**src/rtl/param_sync_counter.sv**
```systemverilog
// param_sync_counter: up/down counter, 0..MAX_VAL, wrap or saturate.
// Limit events raise a one-cycle wrap pulse and a sticky ovf flag.
//
// Ports:
//   clock    in   rising-edge clock
//   clear    in   sync active-high reset
//   cnt_en   in   count enable
//   up_dn    in   1 = up, 0 = down
//   load     in   parallel load strobe
//   load_val in   load value (clamped to MAX_VAL)
//   ovf_clr  in   clears sticky ovf
//   q        out  registered count
//   tc       out  comb terminal count
//   wrap     out  registered limit pulse
//   ovf      out  registered sticky limit flag
module param_sync_counter #(
  parameter int WIDTH    = 4,
  parameter int MAX_VAL  = 2**WIDTH-1,
  parameter bit SATURATE = 1'b0
) (
  input  logic             clock,
  input  logic             clear,
  input  logic             cnt_en,
  input  logic             up_dn,
  input  logic             load,
  input  logic [WIDTH-1:0] load_val,
  input  logic             ovf_clr,
  output logic [WIDTH-1:0] q,
  output logic             tc,
  output logic             wrap,
  output logic             ovf
);

  localparam logic [WIDTH-1:0] MAX =
    MAX_VAL[WIDTH-1:0];
  localparam logic [WIDTH-1:0] ONE =
    {{(WIDTH-1){1'b0}}, 1'b1};

  logic             at_max;
  logic             at_zero;
  logic             evt;
  logic [WIDTH-1:0] ld_clamp;
  logic [WIDTH-1:0] q_nxt;

  assign at_max  = (q == MAX);
  assign at_zero = (q == '0);

  assign tc = cnt_en &
              ((up_dn & at_max) |
               (~up_dn & at_zero));

  // A load masks any count, so it
  // can never produce a limit event.
  assign evt = tc & ~load;

  assign ld_clamp = (load_val > MAX) ?
                    MAX : load_val;

  always_comb begin
    q_nxt = q;
    if (load) begin
      q_nxt = ld_clamp;
    end else if (cnt_en) begin
      unique case (1'b1)
        up_dn & ~at_max:
          q_nxt = q + ONE;
        ~up_dn & ~at_zero:
          q_nxt = q - ONE;
        up_dn & at_max:
          q_nxt = SATURATE ? MAX : '0;
        default:
          q_nxt = SATURATE ? '0 : MAX;
      endcase
    end
  end

  always_ff @(posedge clock) begin
    if (clear) begin
      q    <= '0;
      wrap <= 1'b0;
      ovf  <= 1'b0;
    end else begin
      q    <= q_nxt;
      wrap <= evt;
      // Set beats ovf_clr on the same edge.
      if (evt)
        ovf <= 1'b1;
      else if (ovf_clr)
        ovf <= 1'b0;
    end
  end

endmodule

```
**config.mk**
```make
export PLATFORM = sky130hd
export DESIGN_NAME = param_sync_counter
export DESIGN_NICKNAME = d
export VERILOG_FILES = /design/src/rtl/param_sync_counter.sv
export SDC_FILE = /design/constraint.sdc
export NUM_CORES = 1
export LEC_CHECK = 0
export CORE_AREA = 2 2 39 41
export DETAILED_ROUTE_END_ITERATION = 8
export DIE_AREA = 0 0 41 43
export GPL_TIMING_DRIVEN = 0
export PLACE_DENSITY = 0.78
export SLEW_MARGIN = 30
export SYNTH_ARGS = -nofsm -noshare
export SYNTH_HDL_FRONTEND = slang
export SYNTH_SLANG_ARGS = --single-unit
```
**constraint.sdc**
```tcl
create_clock -name clock -period 1.7 [get_ports clock]
set_input_delay 0.17 -clock clock [delete_from_list [all_inputs] [get_ports clock]]
set_output_delay 0.17 -clock clock [all_outputs]
set_load 0.005 [all_outputs]
```
Yosys cells after proc, flatten, opt, wreduce, memory -nomap -nowiden
Cells that the tools add are included.

storage, ports and cells
  register bits = 6
  logic and storage cells = 27
  output and inout port bits = 7

cells by class
  mux-type cells = 6
  magnitude comparators = 1
  eq/ne operators = 1
  bitwise logic cells = 11
  reduce and logical (&&, ||, !) cells = 3
  $add $sub $neg = 2

operators with widths
  kind                                                  number
  two-way mux 4 bit                                     3
  one-hot mux 4 bit (3 select lines)                    1
  bitwise AND 1 bit                                     6
  adder 4 x 1 -> 4 bit, second input constant           1
  == test 4 bit, second input constant                  1
  greater-than comparator 4 bit, second input constant  1
  logical NOT 4 bit                                     1
  inverter 1 bit                                        4
  nonzero test 2 bit                                    2
  subtractor 4 x 1 -> 4 bit, second input constant      1
  two-way mux 1 bit                                     2
  OR 1 bit                                              1

Longest topological paths before layout
Gate-level depths: netlist of run 1.

  depth after elaboration = 6
  depth in mapped cells = 9
  depth with buffers taken out = 8

Worst setup path before layout of run 1
OpenSTA, ideal clock, no wires.

  path kind = reg-to-reg
  start = register q[0]
  end = register q[2]
  buffers on the path = 1
  arrival time = 1.722 ns
  clock period less this slack = 1.845 ns
  library setup time = 0.123 ns
  stages on the path, launching flop included = 10
  setup slack = -0.145 ns
  path through = dfxtp_1 -> clkbuf_2 -> nor3_1 -> nor3_1 -> a21o_2 -> ha_1 -> nor4b_1 -> a31oi_1 -> a311oi_1 -> o21ai_0

on the way
  word-level cells in the longest chain between the ends = 6

RTL lines
  item                                                               RTL line  RTL
  from (decl)                                                        28        output logic [WIDTH-1:0] q,
  from (signal assigned)                                             83        q <= q_nxt;
  branches (longest 3 deep; another with subtractor 4 x 1 -> 4 bit)  --
  one-hot mux 4 bit (3 select lines) (*)                             64        unique case (1'b1)
  two-way mux 4 bit (*)                                              63        end else if (cnt_en) begin
  two-way mux 4 bit (*)                                              61        if (load) begin

Every way passes the cells marked *. The select of a mux whose other input is x is not followed.
A chain may end at the register's enable or synchronous reset.

Final worst setup path of run 1
Ends and elaborated chain as after synthesis.

==> flow_metrics.env, run 1 <==
export IMPL_ys_warn_count=0
export IMPL_crit_slowest_cell="dfxtp_4"
export IMPL_grt_overflow=0
export IMPL_r2r_setup_slack_ns=-0.14
export IMPL_hold_class="in2reg"
export IMPL_post_synth_num_cell_types=34
export IMPL_slowest_delay_ns=0.34
export IMPL_drc=0
export IMPL_final_area_sq_um=773
export IMPL_vias=537
export IMPL_rows=14
export IMPL_antenna_found_initial=0
export IMPL_first_pass_iters=4
export IMPL_setup_viol=1
export IMPL_fin_crit_ns=1.84
export IMPL_timing_rr_end="q[2]$_SDFFE_PP0P_"
export IMPL_required_ns=1.84
export IMPL_fin_cells=98
export IMPL_area_delta_synth_final_pct=61.4
export IMPL_p_leak_nw=0.297
export IMPL_nNetsFinal=95
export IMPL_maxCapViolations=0
export IMPL_cts_tree="yes"
export IMPL_synth_largest_area_cell="dfxtp_1"
export IMPL_ys_flop_type="dfxtp_1"
export IMPL_placed_cell_area_sq_um=694
export IMPL_core_area_sq_um=1380
export IMPL_synth_edf_count=0
export IMPL_hold_violations=0
export IMPL_yosysTopAreaCellShare=0.251
export IMPL_async_flop_share=0
export IMPL_pre_cts_ws_ns=-0.568
export IMPL_die_h_um=43
export IMPL_grt_max_degree=11
export IMPL_status="finished with violations"
export IMPL_fin_util=0.559
export IMPL_min_path_cells=3
export IMPL_synthTopCellsByCount="dfxtp_1, nor2_1, o21ai_0"
export IMPL_root_buffer="clkbuf_4"
export IMPL_netlist_area_sq_um=479
export IMPL_rsz0062_at_grt="yes"
export IMPL_grt_usage=0.173
export IMPL_cts_buffer_depth=2
export IMPL_crit_buf_inv=1
export IMPL_syn_avg_cell_area_sq_um=8.12
export IMPL_max_freq_mhz=545
export IMPL_cp_arrival_ns=1.98
export IMPL_initial_core_util=0.346
export IMPL_hold_end="q[0]$_SDFFE_PP0P_"
export IMPL_placedCellCount=91
export IMPL_synth_area_leaders="dfxtp_1, o21ai_0, nor3_1, nor2_1, a21o_2"
export IMPL_r2r_start="q[0]$_SDFFE_PP0P_"
export IMPL_grt_pass1_vias=484
export IMPL_place_congestion=0.812
export IMPL_drive_gt1_frac=0.354
export IMPL_drv_slew=0
export IMPL_finalCritPeriodShare=1.08
export IMPL_h_tree_depth=1
export IMPL_clock_sinks=6
export IMPL_clk_latency_ns=0.25
export IMPL_setup_ws_ns=-0.136
export IMPL_cts_buffers=3
export IMPL_drt_initial_drc_count=11
export IMPL_avgViaCountPerCell=5.48
export IMPL_grt_first_pass_wirelength_mm=2.10
export IMPL_wl_per_cell_um=12.6
export IMPL_ios=17
export IMPL_cp_max_fo=5
export IMPL_cp_start_kind="register"
export IMPL_yosysMostFrequentCell="dfxtp_1"
export IMPL_dieArea_sq_um=1760
export IMPL_violations="setup timing"
export IMPL_timing_slew_headroom=0.739
export IMPL_yosysSeqAreaShare=0.251
export IMPL_place_hpwl_um=823
export IMPL_totalWireLength_mm=1.23
export IMPL_worstHoldStart="load_val[0]"
export IMPL_ys_ff_latch=6
export IMPL_synthesis_nets=70
export IMPL_crit_type="reg2reg"
export IMPL_cp_top_family="compound AO/OA/AOI/OAI gates"
export IMPL_finClkSkew_ns=0.00627
export IMPL_peakVddDrop_mv=0.298
export IMPL_ant_nets=0
export IMPL_powerDensity_nw_per_um2=633
export IMPL_cp_cell_sequence="buf_8, nor3_2, nor3_1, a21o_2, ha_4, nor4b_4, a31oi_1, a311oi_1, o21ai_1"
export IMPL_worstRegToRegCells=9
export IMPL_clk_pin_slew_ns=0.05
export IMPL_num_antenna_cells=0
export IMPL_portBuffers=16
export IMPL_cp_end_kind="register"
export IMPL_synthCells=59
export IMPL_fp_dieW_um=41
export IMPL_tightest_slew_ns=0.391
export IMPL_holdWs_ns=0.552
[power by group]
part	total, mW	switching [mW]	internal (mW)
Clock	0.142	0.0614	0.0806
Sequential	0.157	0.00648	0.151
Combinational	0.190	0.0825	0.107
[what timing repair did]
action                                 4_1_cts  5_1_grt
resized for setup                            7       11
buffers inserted                             4        0
endpoints found under the hold margin        0        0
hold buffers                                 0        0
pin swaps                                    3        3
setup endpoints to repair                    3        3
[state kept, by name, summed over array words and instances (netlist names)]
signal  cells
q           4
ovf         1
wrap        1
[per-stage QoR]
stage	TNS [ns]	power, mW
after floorplan	-0.00944	0.262
after global placement	-1.35	0.322
after detailed placement	-1.56	0.325
after CTS	-0.187	0.478
after global routing	-0.202	0.512
final	-0.136	0.489
[cells in the final DEF, fill, tap and decap left out, drive strengths merged, types with 2 or more instances in the layout]
| master | count |
|---|---|
| o31ai | 2 |
| nand2 | 2 |
| clkdlybuf4s50 | 15 |
| a31oi | 2 |
| buf | 9 |
| inv | 3 |
| a21oi | 2 |
| clkbuf | 5 |
| dfxtp | 6 |
| o21ai | 5 |
| nor3 | 5 |
| a21o | 3 |
| nor2 | 6 |
[how the worst max path moves through the flow]
stage                     cells after the start  slack (ns)                 to              start
after CTS                                     9       -0.10  q[2]$_SDFFE_PP0P_              up_dn
after global routing                          9       -0.20  q[2]$_SDFFE_PP0P_  q[2]$_SDFFE_PP0P_
after detailed placement                      9       -0.57  q[2]$_SDFFE_PP0P_              up_dn
after global placement                        9       -0.52  q[2]$_SDFFE_PP0P_              up_dn
final                                         9       -0.14  q[2]$_SDFFE_PP0P_  q[0]$_SDFFE_PP0P_
after floorplan                               9      -0.009  q[2]$_SDFFE_PP0P_  q[0]$_SDFFE_PP0P_
[cell families after synthesis]
family	Yosys count	share of synthesized area
AO/OA/AOI/OAI	18	0.264
XOR/XNOR	1	0.0183
adder cells (fa/ha/maj)	1	0.0261
buffers and inverters	9	0.112
flip-flops	6	0.251
AND/OR/NAND/NOR	24	0.329
[layer usage]
| metal | GRT usage | wire (um) | vias up |
|---|---|---|---|
| li1 | - | - | 266 |
| met1 | 0.232 | 542 | 248 |
| met2 | 0.247 | 597 | 18 |
| met3 | 0.0157 | 51 | 5 |
| met4 | 0.120 | 39 | 0 |
| met5 | 0 | 0 | - |
[worst register-to-register path, delay by kind of cell (launching register included)]
| kind | cells | cell delay, ns |
|---|---|---|
| compound gates | 4 | 0.68 |
| simple gates | 3 | 0.42 |
| flops | 1 | 0.34 |
| fa+ha+maj | 1 | 0.18 |
| buf+inv | 1 | 0.11 |
[cell type report]
type                            instances  area, sq um
Multi-Input combinational cell         44          345
Timing Repair Buffer                   20          185
Sequential cell                         6          125
Tap cell                               16         20.0
Fill cell                             137          611
Buffer                                  6         63.8
Clock buffer                            3         22.5
Inverter                                3         11.3
(Power assumes the default switching activity.)
==> run 2, diff against run 1 <==
--- a/config.mk
+++ b/config.mk
@@ -9,7 +9,7 @@
 export DETAILED_ROUTE_END_ITERATION = 8
 export DIE_AREA = 0 0 41 43
 export GPL_TIMING_DRIVEN = 0
-export PLACE_DENSITY = 0.78
+export PLACE_DENSITY = 0.75
 export SLEW_MARGIN = 30
 export SYNTH_ARGS = -nofsm -noshare
 export SYNTH_HDL_FRONTEND = slang
==> constraint.sdc (replaced) <==
create_clock -name clock -period 2.3 [get_ports clock]
set_input_delay 0.23 -clock clock [delete_from_list [all_inputs] [get_ports clock]]
set_output_delay 0.23 -clock clock [all_outputs]
set_load 0.005 [all_outputs]
==> flow_metrics.env, run 2 (synthesis results as in run 1) <==
export IMPL_final_common_cell="clkdlybuf4s50_1"
export IMPL_cp_max_fo=9
export IMPL_dieArea_sq_um=1760
export IMPL_cts_buffers=3
export IMPL_slowest_delay_ns=0.49
export IMPL_root_buffer="clkbuf_4"
export IMPL_rows=14
export IMPL_vias=507
export IMPL_nNetsFinal=91
export IMPL_cp_top_family="buffers and inverters"
export IMPL_h_tree_depth=1
export IMPL_ios=17
export IMPL_place_congestion=0.749
export IMPL_required_ns=2.07
export IMPL_crit_slowest_cell="clkdlybuf4s50_1"
export IMPL_holdWs_ns=0.584
export IMPL_cp_cell_sequence="buf_6, or3_4, nor3_4, o21ai_2, inv_1, clkdlybuf4s50_1"
export IMPL_cp_arrival_ns=1.97
export IMPL_drc=0
export IMPL_area_delta_synth_final_pct=43.3
export IMPL_largest_reg_flops=4
export IMPL_mostFrequentLayoutCells="clkdlybuf4s50_1, dfxtp_1, nor2_1"
export IMPL_grt_overflow=0
export IMPL_finClkSkew_ns=0.0115
export IMPL_cp_end_kind="primary output"
export IMPL_clk_pin_slew_ns=0.05
export IMPL_die_h_um=43
export IMPL_crit_cells=6
export IMPL_antenna_found_initial=0
export IMPL_finalCritPeriodShare=0.958
export IMPL_grt_usage=0.160
export IMPL_clock_sinks=6
export IMPL_peakVddDrop_mv=0.221
export IMPL_core_area_sq_um=1380
export IMPL_crit_buf_inv=3
export IMPL_drv_slew=0
export IMPL_portBuffers=16
export IMPL_top_register="q"
export IMPL_cp_start_kind="register"
export IMPL_fin_util=0.496
export IMPL_grt_first_pass_wirelength_mm=1.87
export IMPL_timing_slew_headroom=0.741
export IMPL_status="finished clean"
export IMPL_crit_type="reg2out"
export IMPL_totalWireLength_mm=1.17
export IMPL_grt_max_degree=11
export IMPL_drt_initial_drc_count=10
export IMPL_drive_gt1_frac=0.218
export IMPL_fp_dieW_um=41
export IMPL_initial_core_util=0.346
export IMPL_first_pass_iters=4
export IMPL_grt_pass1_vias=440
export IMPL_ant_nets=0
export IMPL_powerDensity_nw_per_um2=489
export IMPL_setup_viol=0
export IMPL_wl_per_cell_um=12.4
export IMPL_fin_crit_ns=2.20
export IMPL_avgViaCountPerCell=5.39
export IMPL_worstRegToRegCells=9
export IMPL_max_freq_mhz=454
export IMPL_p_leak_nw=0.262
export IMPL_tightest_slew_ns=0.389
export IMPL_top_regs="q: 4 flops, ovf: 1 flops, wrap: 1 flops"
export IMPL_place_hpwl_um=842
export IMPL_num_antenna_cells=0
export IMPL_cts_resized=1
export IMPL_post_cts_setup_buffers=0
export IMPL_min_path_cells=2
export IMPL_hold_class="reg2reg"
export IMPL_hold_violations=0
export IMPL_cts_hold_repair_buffers=0
export IMPL_cts_buffer_depth=2
export IMPL_cts_tree="yes"
export IMPL_clk_latency_ns=0.26
export IMPL_maxCapViolations=0
-- run 2: worst min-delay path, cell delays in order, from the launching register on --
cell and delay (ns):
dfxtp_1 0.30, or3b_2 0.18, o31ai_1 0.05
-- run 2: final cells by class --
| cell class | count | area (sq um) |
|---|---|---|
| inverter | 3 | 11.3 |
| tap | 16 | 20.0 |
| buffer | 6 | 43.8 |
| timing repair buffer | 16 | 160 |
| clock buffer | 3 | 22.5 |
| fill | 146 | 697 |
| sequential | 6 | 120 |
| multi-input combinational | 44 | 309 |
-- run 2: final timing paths --
path	from	to	slack, ns
min reg2reg	ovf$_SDFFE_PP0P_	ovf$_SDFFE_PP0P_	0.58
max	q[1]$_SDFFE_PP0P_	tc	0.1
min	ovf$_SDFFE_PP0P_	ovf$_SDFFE_PP0P_	0.58
max reg2reg	q[0]$_SDFFE_PP0P_	q[2]$_SDFFE_PP0P_	0.23
-- run 2: layer usage --
| layer | global-route usage | up-vias | routed length, um |
|---|---|---|---|
| li1 | - | 257 | - |
| met1 | 0.181 | 233 | 538 |
| met2 | 0.238 | 12 | 550 |
| met3 | 0.0628 | 5 | 42 |
| met4 | 0.100 | 0 | 34 |
| met5 | 0 | - | 0 |
-- run 2: metrics by stage --
stage	cells	TNS (ns)	area (sq um)	setup WS, ns	total power, mW
detailed placement	91	-0.109	659	-0.109	0.231
CTS	94	0	682	0.0449	0.339
finish	94	0	687	0.0959	0.336
global route	94	-0.00151	687	-0.00151	0.362
floorplan	59	0	479	0.455	0.185
global placement	91	-0.0735	659	-0.0735	0.230
-- run 2: power breakdown --
group / internal (mW) / switching, mW
Clock: 0.0595 / 0.0447
Combinational: 0.0624 / 0.0529
Sequential: 0.111 / 0.00486
Total: 0.233 / 0.102
==> run 3, diff against run 2 <==
--- a/config.mk
+++ b/config.mk
@@ -8,9 +8,8 @@
 export CORE_AREA = 2 2 39 41
 export DETAILED_ROUTE_END_ITERATION = 8
 export DIE_AREA = 0 0 41 43
-export GPL_TIMING_DRIVEN = 0
+export GPL_TIMING_DRIVEN = 1
 export PLACE_DENSITY = 0.75
-export SLEW_MARGIN = 30
 export SYNTH_ARGS = -nofsm -noshare
 export SYNTH_HDL_FRONTEND = slang
 export SYNTH_SLANG_ARGS = --single-unit
==> flow_metrics.env, run 3 (synthesis results as in run 1) <==
export IMPL_grt_max_degree=13
export IMPL_grt_overflow=0
export IMPL_cts_tree="yes"
export IMPL_ios=17
export IMPL_core_area_sq_um=1380
export IMPL_drt_initial_drc_count=26
export IMPL_cp_startpoint="q[1]$_SDFFE_PP0P_"
export IMPL_portBuffers=16
export IMPL_hold_class="reg2reg"
export IMPL_powerDensity_nw_per_um2=490
export IMPL_cp_end_kind="primary output"
export IMPL_place_hpwl_um=866
export IMPL_grt_first_pass_wirelength_mm=1.82
export IMPL_drc=0
export IMPL_crit_cells=5
export IMPL_grt_pass1_vias=464
export IMPL_max_freq_mhz=461
export IMPL_crit_buf_inv=2
export IMPL_crit_slowest_cell="clkdlybuf4s50_1"
export IMPL_finalPower_mw=0.328
export IMPL_vias=515
export IMPL_finalCritPeriodShare=0.944
export IMPL_area_delta_synth_final_pct=39.7
export IMPL_holdWs_ns=0.599
export IMPL_peakVddDrop_mv=0.268
export IMPL_clock_sinks=6
export IMPL_drive_gt1_frac=0.211
export IMPL_cp_start_kind="register"
export IMPL_num_antenna_cells=0
export IMPL_clk_latency_ns=0.25
export IMPL_rsz0062_at_grt="no"
export IMPL_hold_violations=0
export IMPL_crit_end="tc"
export IMPL_mostFrequentLayoutCells="clkdlybuf4s50_1, dfxtp_1, nor2_1"
export IMPL_grt_usage=0.152
export IMPL_worstRegToRegCells=8
export IMPL_first_pass_iters=5
export IMPL_setup_ws_ns=0.129
export IMPL_root_buffer="clkbuf_4"
export IMPL_status="finished clean"
export IMPL_wl_per_cell_um=12.5
export IMPL_top_regs="q: 4 flops, ovf: 1 flops, wrap: 1 flops"
export IMPL_post_cts_setup_buffers=0
export IMPL_dieArea_sq_um=1760
export IMPL_cp_cell_sequence="or3_4, nor3_4, o21ai_1, inv_1, clkdlybuf4s50_1"
export IMPL_tightest_slew_ns=0.387
export IMPL_ant_nets=0
export IMPL_totalWireLength_mm=1.15
export IMPL_place_congestion=0.722
export IMPL_p_leak_nw=0.257
export IMPL_final_area_sq_um=669
export IMPL_final_common_cell="clkdlybuf4s50_1"
export IMPL_r2r_setup_slack_ns=0.40
export IMPL_slowest_delay_ns=0.50
export IMPL_required_ns=2.07
export IMPL_pre_cts_ws_ns=0.126
export IMPL_initial_core_util=0.346
export IMPL_h_tree_depth=1
export IMPL_setup_viol=0
export IMPL_crit_type="reg2out"
export IMPL_timing_slew_headroom=0.741
export IMPL_r2r_start="q[2]$_SDFFE_PP0P_"
export IMPL_top_register="q"
export IMPL_nNetsFinal=89
export IMPL_fp_dieW_um=41
export IMPL_avgViaCountPerCell=5.60
export IMPL_cp_max_fo=10
export IMPL_placed_cell_area_sq_um=647
export IMPL_maxCapViolations=0
export IMPL_cts_buffer_depth=2
export IMPL_cp_top_family="simple AND/OR/NAND/NOR gates"
export IMPL_clk_pin_slew_ns=0.05
export IMPL_finClkSkew_ns=0.0118
export IMPL_setup_tns_ns=0
export IMPL_cts_buffers=3
export IMPL_die_h_um=43
export IMPL_timing_rr_end="q[2]$_SDFFE_PP0P_"
export IMPL_cp_arrival_ns=1.94
export IMPL_largest_reg_flops=4
export IMPL_drv_slew=0
export IMPL_fin_crit_ns=2.17
export IMPL_rows=14
export IMPL_antenna_found_initial=0
[run 3: area by class of cell]
| class | count | area [sq um] |
|---|---|---|
| multi-input cells | 44 | 305 |
| inverters | 3 | 11.3 |
| fillers | 130 | 714 |
| repair buffers | 20 | 190 |
| clock buffers | 3 | 22.5 |
| well taps | 16 | 20.0 |
| flip-flops and latches | 6 | 120 |
[run 3: metal layers]
layer | vias up | GRT usage | share of wire
met2 | 26 | 0.222 | 0.50
met4 | 0 | 0.0400 | 0
met5 | - | 0 | 0
li1 | 251 | - | -
met1 | 238 | 0.192 | 0.44
met3 | 0 | 0.0785 | 0.061
[run 3: through the flow]
| stage | util | instances |
|---|---|---|
| global placement | 0.467 | 89 |
| detailed placement | 0.467 | 89 |
| floorplan | - | 59 |
| global route | 0.484 | 92 |
| finish | 0.484 | 92 |
| CTS | 0.484 | 92 |
[run 3: power breakdown]
part | leakage [nW] | total, mW | internal [mW] | switching [mW]
combinational | 0.194 | 0.104 | 0.0596 | 0.0446
sequential | 0.0494 | 0.123 | 0.111 | 0.0114
clock | 0.0138 | 0.101 | 0.0593 | 0.0417
total | 0.257 | 0.328 | 0.230 | 0.0978
[run 3: worst min-delay path by stage]
stage	slack, ns	depth (start not counted)	endpoint	start
floorplan	0.30	1	q[1]$_SDFFE_PP0P_	clear
global placement	0.58	2	ovf$_SDFFE_PP0P_	ovf$_SDFFE_PP0P_
detailed placement	0.60	2	ovf$_SDFFE_PP0P_	ovf$_SDFFE_PP0P_
CTS	0.60	2	ovf$_SDFFE_PP0P_	ovf$_SDFFE_PP0P_
global route	0.62	2	ovf$_SDFFE_PP0P_	ovf$_SDFFE_PP0P_
finish	0.60	2	ovf$_SDFFE_PP0P_	ovf$_SDFFE_PP0P_
[run 3: worst min-delay path, cell delays in order, from the launching register on]
cell     delay [ns]
dfxtp_1        0.30
or3b_2         0.18
o31ai_1        0.06
[run 3: what timing repair did]
item	4_1_cts	5_1_grt
hold buffers	0	0
endpoints found under the setup margin	0	1
resized for setup	0	1
